[src/rtl/game_sequencer.sv]
// Round/phase controller for the duck hunt display pipeline.
// Ports: Clk, Reset_n (async, active low), frame_tick, start_btn, shot,
//   hit, duck_escaped in; state, shot_flash, num_shots, ducks_left,
//   hits, score_bcd out (all registered).
module game_sequencer #(
    parameter int unsigned SHOTS_PER_DUCK = 3,
    parameter int unsigned DUCKS_PER_GAME = 10,
    parameter int unsigned INTRO_FRAMES   = 120,
    parameter int unsigned FALL_FRAMES    = 60,
    parameter int unsigned SHOW_FRAMES    = 90,
    parameter int unsigned OVER_FRAMES    = 300,
    parameter logic [15:0] SCORE_STEP     = 16'h0500
) (
    input  logic        Clk,
    input  logic        Reset_n,
    input  logic        frame_tick,
    input  logic        start_btn,
    input  logic        shot,
    input  logic        hit,
    input  logic        duck_escaped,
    output logic [2:0]  state,
    output logic        shot_flash,
    output logic [2:0]  num_shots,
    output logic [3:0]  ducks_left,
    output logic [3:0]  hits,
    output logic [15:0] score_bcd
);

    typedef enum logic [2:0] {
        START     = 3'b000,
        DOG_INTRO = 3'b001,
        DUCK_FLY  = 3'b010,
        GAME_OVER = 3'b011,
        DUCK_FALL = 3'b100,
        DOG_SHOW  = 3'b101,
        DOG_LAUGH = 3'b110,
        ILLEGAL   = 3'b111
    } phase_e;

    // Last frame count of each timed phase: exit on the tick that
    // sees this value, giving exactly N ticks in the phase.
    localparam logic [8:0] INTRO_LAST = 9'(INTRO_FRAMES - 1);
    localparam logic [8:0] FALL_LAST  = 9'(FALL_FRAMES - 1);
    localparam logic [8:0] SHOW_LAST  = 9'(SHOW_FRAMES - 1);
    localparam logic [8:0] OVER_LAST  = 9'(OVER_FRAMES - 1);
    localparam logic [2:0] SHOTS_INIT = 3'(SHOTS_PER_DUCK);
    localparam logic [3:0] DUCKS_INIT = 4'(DUCKS_PER_GAME);

    phase_e      state_q, state_d;
    logic [8:0]  cnt_q, cnt_d;
    logic        flash_q, flash_d;
    logic [2:0]  shots_q, shots_d;
    logic [3:0]  ducks_q, ducks_d;
    logic [3:0]  hits_q, hits_d;
    logic [15:0] score_q, score_d;
    logic        btn_q, btn_d;

    logic start_edge;
    logic valid_shot;
    logic intro_done;
    logic fall_done;
    logic show_done;
    logic over_done;

    assign intro_done = frame_tick && (cnt_q == INTRO_LAST);
    assign fall_done  = frame_tick && (cnt_q == FALL_LAST);
    assign show_done  = frame_tick && (cnt_q == SHOW_LAST);
    assign over_done  = frame_tick && (cnt_q == OVER_LAST);

    // Digit-wise BCD add; a carry out of the top digit pins the
    // display at 9999 instead of wrapping.
    function automatic logic [15:0] bcd_sat_add(
        input logic [15:0] a,
        input logic [15:0] b
    );
        logic [15:0] r;
        logic        c;
        logic [4:0]  s;
        r = '0;
        c = 1'b0;
        for (int i = 0; i < 4; i++) begin
            s = {1'b0, a[4*i +: 4]} + {1'b0, b[4*i +: 4]} + {4'b0, c};
            if (s > 5'd9) begin
                s = s + 5'd6;
                c = 1'b1;
            end else begin
                c = 1'b0;
            end
            r[4*i +: 4] = s[3:0];
        end
        if (c) begin
            r = 16'h9999;
        end
        return r;
    endfunction

    always_comb begin
        state_d    = state_q;
        cnt_d      = cnt_q;
        flash_d    = flash_q;
        shots_d    = shots_q;
        ducks_d    = ducks_q;
        hits_d     = hits_q;
        score_d    = score_q;
        btn_d      = start_btn;
        start_edge = start_btn & ~btn_q;
        valid_shot = 1'b0;

        case (state_q)
            START: begin
                if (start_edge) begin
                    state_d = DOG_INTRO;
                    score_d = '0;
                    hits_d  = '0;
                    ducks_d = DUCKS_INIT;
                end
            end
            DOG_INTRO: begin
                if (intro_done) begin
                    state_d = DUCK_FLY;
                    shots_d = SHOTS_INIT;
                end
            end
            DUCK_FLY: begin
                valid_shot = shot && (shots_q != 3'd0);
                if (valid_shot) begin
                    shots_d = shots_q - 3'd1;
                end
                // A hit outranks an escape on the same cycle.
                if (valid_shot && hit) begin
                    state_d = DUCK_FALL;
                    hits_d  = (hits_q == 4'hF) ? hits_q : hits_q + 4'd1;
                    score_d = bcd_sat_add(score_q, SCORE_STEP);
                end else if (duck_escaped || (shots_q == 3'd0)) begin
                    state_d = DOG_LAUGH;
                end
            end
            DUCK_FALL: begin
                if (fall_done) begin
                    state_d = DOG_SHOW;
                end
            end
            DOG_SHOW, DOG_LAUGH: begin
                if (show_done) begin
                    ducks_d = ducks_q - 4'd1;
                    if (ducks_q == 4'd1) begin
                        state_d = GAME_OVER;
                    end else begin
                        state_d = DUCK_FLY;
                        shots_d = SHOTS_INIT;
                    end
                end
            end
            GAME_OVER: begin
                if (over_done || start_edge) begin
                    state_d = START;
                end
            end
            default: begin
                state_d = START;
            end
        endcase

        // Set wins over the frame-tick clear.
        if (valid_shot) begin
            flash_d = 1'b1;
        end else if (frame_tick) begin
            flash_d = 1'b0;
        end

        if (state_d != state_q) begin
            cnt_d = '0;
        end else if (frame_tick) begin
            cnt_d = cnt_q + 9'd1;
        end
    end

    always_ff @(posedge Clk or negedge Reset_n) begin
        if (!Reset_n) begin
            state_q <= START;
            cnt_q   <= '0;
            flash_q <= 1'b0;
            shots_q <= '0;
            ducks_q <= '0;
            hits_q  <= '0;
            score_q <= '0;
            btn_q   <= 1'b0;
        end else begin
            state_q <= state_d;
            cnt_q   <= cnt_d;
            flash_q <= flash_d;
            shots_q <= shots_d;
            ducks_q <= ducks_d;
            hits_q  <= hits_d;
            score_q <= score_d;
            btn_q   <= btn_d;
        end
    end

    assign state      = state_q;
    assign shot_flash = flash_q;
    assign num_shots  = shots_q;
    assign ducks_left = ducks_q;
    assign hits       = hits_q;
    assign score_bcd  = score_q;

endmodule

[config.mk]
export PLATFORM = sky130hd
export DESIGN_NAME = game_sequencer
export DESIGN_NICKNAME = d
export VERILOG_FILES = /design/src/rtl/game_sequencer.sv
export SDC_FILE = /design/constraint.sdc
export NUM_CORES = 1
export LEC_CHECK = 0
export ABC_CLOCK_PERIOD_IN_PS = 6400
export BUFFER_PORTS_ARGS = -buffer_cell sky130_fd_sc_hd__buf_4
export CAP_MARGIN = 20
export CORE_MARGIN = 1.5
export CORE_UTILIZATION = 33
export DETAILED_ROUTE_END_ITERATION = 10
export HOLD_SLACK_MARGIN = 0.08
export PLACE_DENSITY = 0.5
export SLEW_MARGIN = 40
export SYNTH_ARGS = -nofsm -noshare
export SYNTH_HDL_FRONTEND = slang
export SYNTH_SLANG_ARGS = --single-unit
[constraint.sdc]
create_clock -name Clk -period 6.4 [get_ports Clk]
set_input_delay 0.32 -clock Clk [delete_from_list [all_inputs] [get_ports Clk]]
set_output_delay 0.32 -clock Clk [all_outputs]
set_load 0.01 [all_outputs]
==> flow_metrics.env <==
export IMPL_status="finished, final reports clean"
export IMPL_antenna_cells=0
export IMPL_fin_crit_sh_pct=81.9
export IMPL_finish_utilization_pct=41.0
export IMPL_die_w_um=94.0
export IMPL_drc=0
export IMPL_power_density_nw_per_um2=251
export IMPL_synth_top_flop_cell="dfrtp_1"
export IMPL_multiInputGateArea_sq_um=1570
export IMPL_cp_max_fo=11
export IMPL_drt_pass1_iterations=4
export IMPL_max_slew_margin_pct=43.9
export IMPL_grt_first_pass_wirelength_um=10700
export IMPL_grt_usage_pct=15.5
export IMPL_start_util_pct=34.8
export IMPL_place_congestion=0.795
export IMPL_seq_area_frac_synth_pct=37.6
export IMPL_worst_pin_slew_ns=0.841
export IMPL_max_freq_mhz=191
export IMPL_grt_max_degree=42
export IMPL_synth_edf_count=0
export IMPL_fin_tns_setup_ns=0
export IMPL_dpl_instance_area_sq_um=3090
export IMPL_final_max_slew_violation_count=0
export IMPL_dieArea_sq_um=8830
export IMPL_cap_viol_max_count=0
export IMPL_finalSetupViolations=0
export IMPL_final_layout_size_suffix_gt1_share_pct=18.6
export IMPL_stdcell_area_sq_um=3220
export IMPL_cpLargestDelayFamily="compound AO/OA/AOI/OAI gates"
export IMPL_antenna_left=0
export IMPL_r2r_cells=22
export IMPL_post_place_ws_ns=1.24
export IMPL_syn_inst=301
export IMPL_fp_dieH_um=94.0
export IMPL_clock_latency_ns=0.30
export IMPL_path_cells="o21a_1 -> ha_1 -> ha_1 -> o21ai_0 -> o21ai_0 -> o21a_1 -> inv_1 -> ha_1 -> inv_1 -> ha_1 -> inv_1 -> a21oi_1 -> o32ai_1 -> inv_1 -> ha_1 -> ha_1 -> inv_1 -> a21boi_0 -> o22ai_1 -> nand2_1 -> nor4b_1 -> a21o_1"
export IMPL_wl_per_cell_um=14.4
export IMPL_p_total_mw=0.808
export IMPL_r2r_start="score_bcd[2]$_DFFE_PN0P_"
export IMPL_final_cell_mix="dfrtp_1 (41), buf_4 (37), nor2_1 (30), nand2_1 (26), inv_1 (24)"
export IMPL_hpwl_um=4700
export IMPL_placedCellCount=431
export IMPL_area_delta_synth_final_pct=18.0
export IMPL_wirelength_um=6350
export IMPL_fin_skew_ns=0.00994
export IMPL_grt_antenna_before_repair=0
export IMPL_layout_setup_ws_ns=1.16
export IMPL_slowest_stage="o22ai_1"
export IMPL_r2r_end="score_bcd[14]$_DFFE_PN0P_"
export IMPL_post_cts_buffers=0
export IMPL_ys_types=61
export IMPL_routed_via_density=5.14
export IMPL_core_rowCount=32
export IMPL_synth_warnings=0
export IMPL_peakVddDrop_uv=156
export IMPL_avgSynthCellArea_sq_um=9.07
export IMPL_fill_cells=808
export IMPL_final_common_cell="dfrtp_1"
export IMPL_max_stage_delay_ns=0.66
export IMPL_nNetsFinal=364
export IMPL_core_area_sq_um=7850
export IMPL_critPathCaptureType="register"
export IMPL_critPathMostFrequentCell="ha_1"
export IMPL_synth_fp_nets=328
export IMPL_io_pins=38
export IMPL_htreeDepth=2
export IMPL_cts_sinks=41
export IMPL_tritoncts="yes"
export IMPL_critical_path_class="reg -> reg"
export IMPL_port_buffers=37
export IMPL_whs_path_depth=1
export IMPL_grt_pass1_vias=2153
export IMPL_whs_ns=0.146
export IMPL_crit_arrival_ns=5.48
export IMPL_path_clk_slew_ns=0.09
export IMPL_drtIter0Drc=110
export IMPL_cts_root_buf="clkbuf_8"
export IMPL_fin_crit_ns=5.24
export IMPL_cts_made_buffers=5
export IMPL_cp_required_ns=6.64
export IMPL_num_vias=2262
export IMPL_seqCellArea_sq_um=1030
export IMPL_regToRegSetupSlack_ns=1.16
export IMPL_layoutNonFillerInstCount=440
export IMPL_hold_class="in -> reg"
export IMPL_cp_start_kind="register"
export IMPL_overflow=0
export IMPL_critical_path_buf_inv_count=5
export IMPL_rsz0062_at_grt="false"
export IMPL_holdPathEnd="btn_q$_DFF_PN0_"
export IMPL_synthArstFlopShare_pct=100
export IMPL_final_hold_viol_count=0
export IMPL_ys_seq_elements=41
export IMPL_synthesis_area_sq_um=2730
export IMPL_hp_start="start_btn"
export IMPL_ctsLongestPathBuffers=2
export IMPL_p_leak_nw=1.47
## worst max path at each step
stage	to	slack [ns]	depth (start not counted)	from
4_1_cts	score_bcd[14]$_DFFE_PN0P_	1.20	23	score_bcd[2]$_DFFE_PN0P_
3_5_place_dp	score_bcd[14]$_DFFE_PN0P_	1.24	23	score_bcd[2]$_DFFE_PN0P_
5_1_grt	score_bcd[14]$_DFFE_PN0P_	0.64	23	score_bcd[2]$_DFFE_PN0P_
6_report	score_bcd[14]$_DFFE_PN0P_	1.16	22	score_bcd[2]$_DFFE_PN0P_
3_3_place_gp	score_bcd[14]$_DFFE_PN0P_	1.43	23	score_bcd[2]$_DFFE_PN0P_
2_1_floorplan	score_bcd[14]$_DFFE_PN0P_	2.00	24	score_bcd[2]$_DFFE_PN0P_
## power by group
| part | switching [mW] | internal (mW) | leakage (nW) |
|---|---|---|---|
| sequential | 0.0379 | 0.282 | 0.541 |
| combinational | 0.149 | 0.114 | 0.873 |
| clock | 0.0976 | 0.127 | 0.0585 |
| total | 0.284 | 0.524 | 1.47 |
## routing by layer
layer	vias to the layer above	wire length (um)	global-route usage, %	share of wire, %
met4	0	67	4.48	1.1
li1	1138	-	-	-
met5	-	0	0	0
met1	1074	3380	22.8	53
met2	43	2650	22.9	42
met3	7	249	2.91	3.9
## flip-flops by register name (all words and copies together) (netlist names)
signal and flops:
btn_q 1, cnt_q 9, ducks_left 4, hits 4, num_shots 3, score_bcd 16, shot_flash 1, state 3
## cell type report
type | instances | area share [%]
Tap cell | 102 | 3.96
Inverter | 24 | 2.80
Multi-Input combinational cell | 227 | 48.8
Timing Repair Buffer | 38 | 8.94
Clock buffer | 7 | 2.68
Sequential cell | 41 | 31.9
Clock inverter | 1 | 0.932
## cells in the mapped netlist, drive strengths merged (7+ instances only)
cell type	instances	share of area, %
xor2	8	2.6
a21oi	18	3.3
nor3	11	2.0
xnor2	8	2.6
dfrtp	41	38
nand2	26	3.6
o21ai	16	2.9
inv	24	3.3
nand2b	7	1.6
nand4	7	1.6
ha	20	9.2
nor2	30	4.1
## kinds of logic (layout without fill, tap and decap cells)
| logic type | count (synthesis) | count (layout) | synth area share, % |
|---|---|---|---|
| and+or+nand+nor | 116 | 116 | 23.4 |
| DFF | 41 | 41 | 37.6 |
| muxes | 6 | 6 | 2.34 |
| AOI/OAI and AO/OA | 69 | 69 | 17.6 |
| xor gates and xnor gates | 16 | 16 | 5.13 |
| adders and majority gates | 20 | 20 | 9.17 |
| buffers and inverters | 33 | 70 | 4.81 |
## what timing repair did
action                                  in CTS  in global routing
resized for setup                            0                  0
hold endpoints to repair                    41                  0
hold buffers                                 1                  0
endpoints found under the setup margin       0                  0
Note: power is estimated with default switching activity, not from simulation.
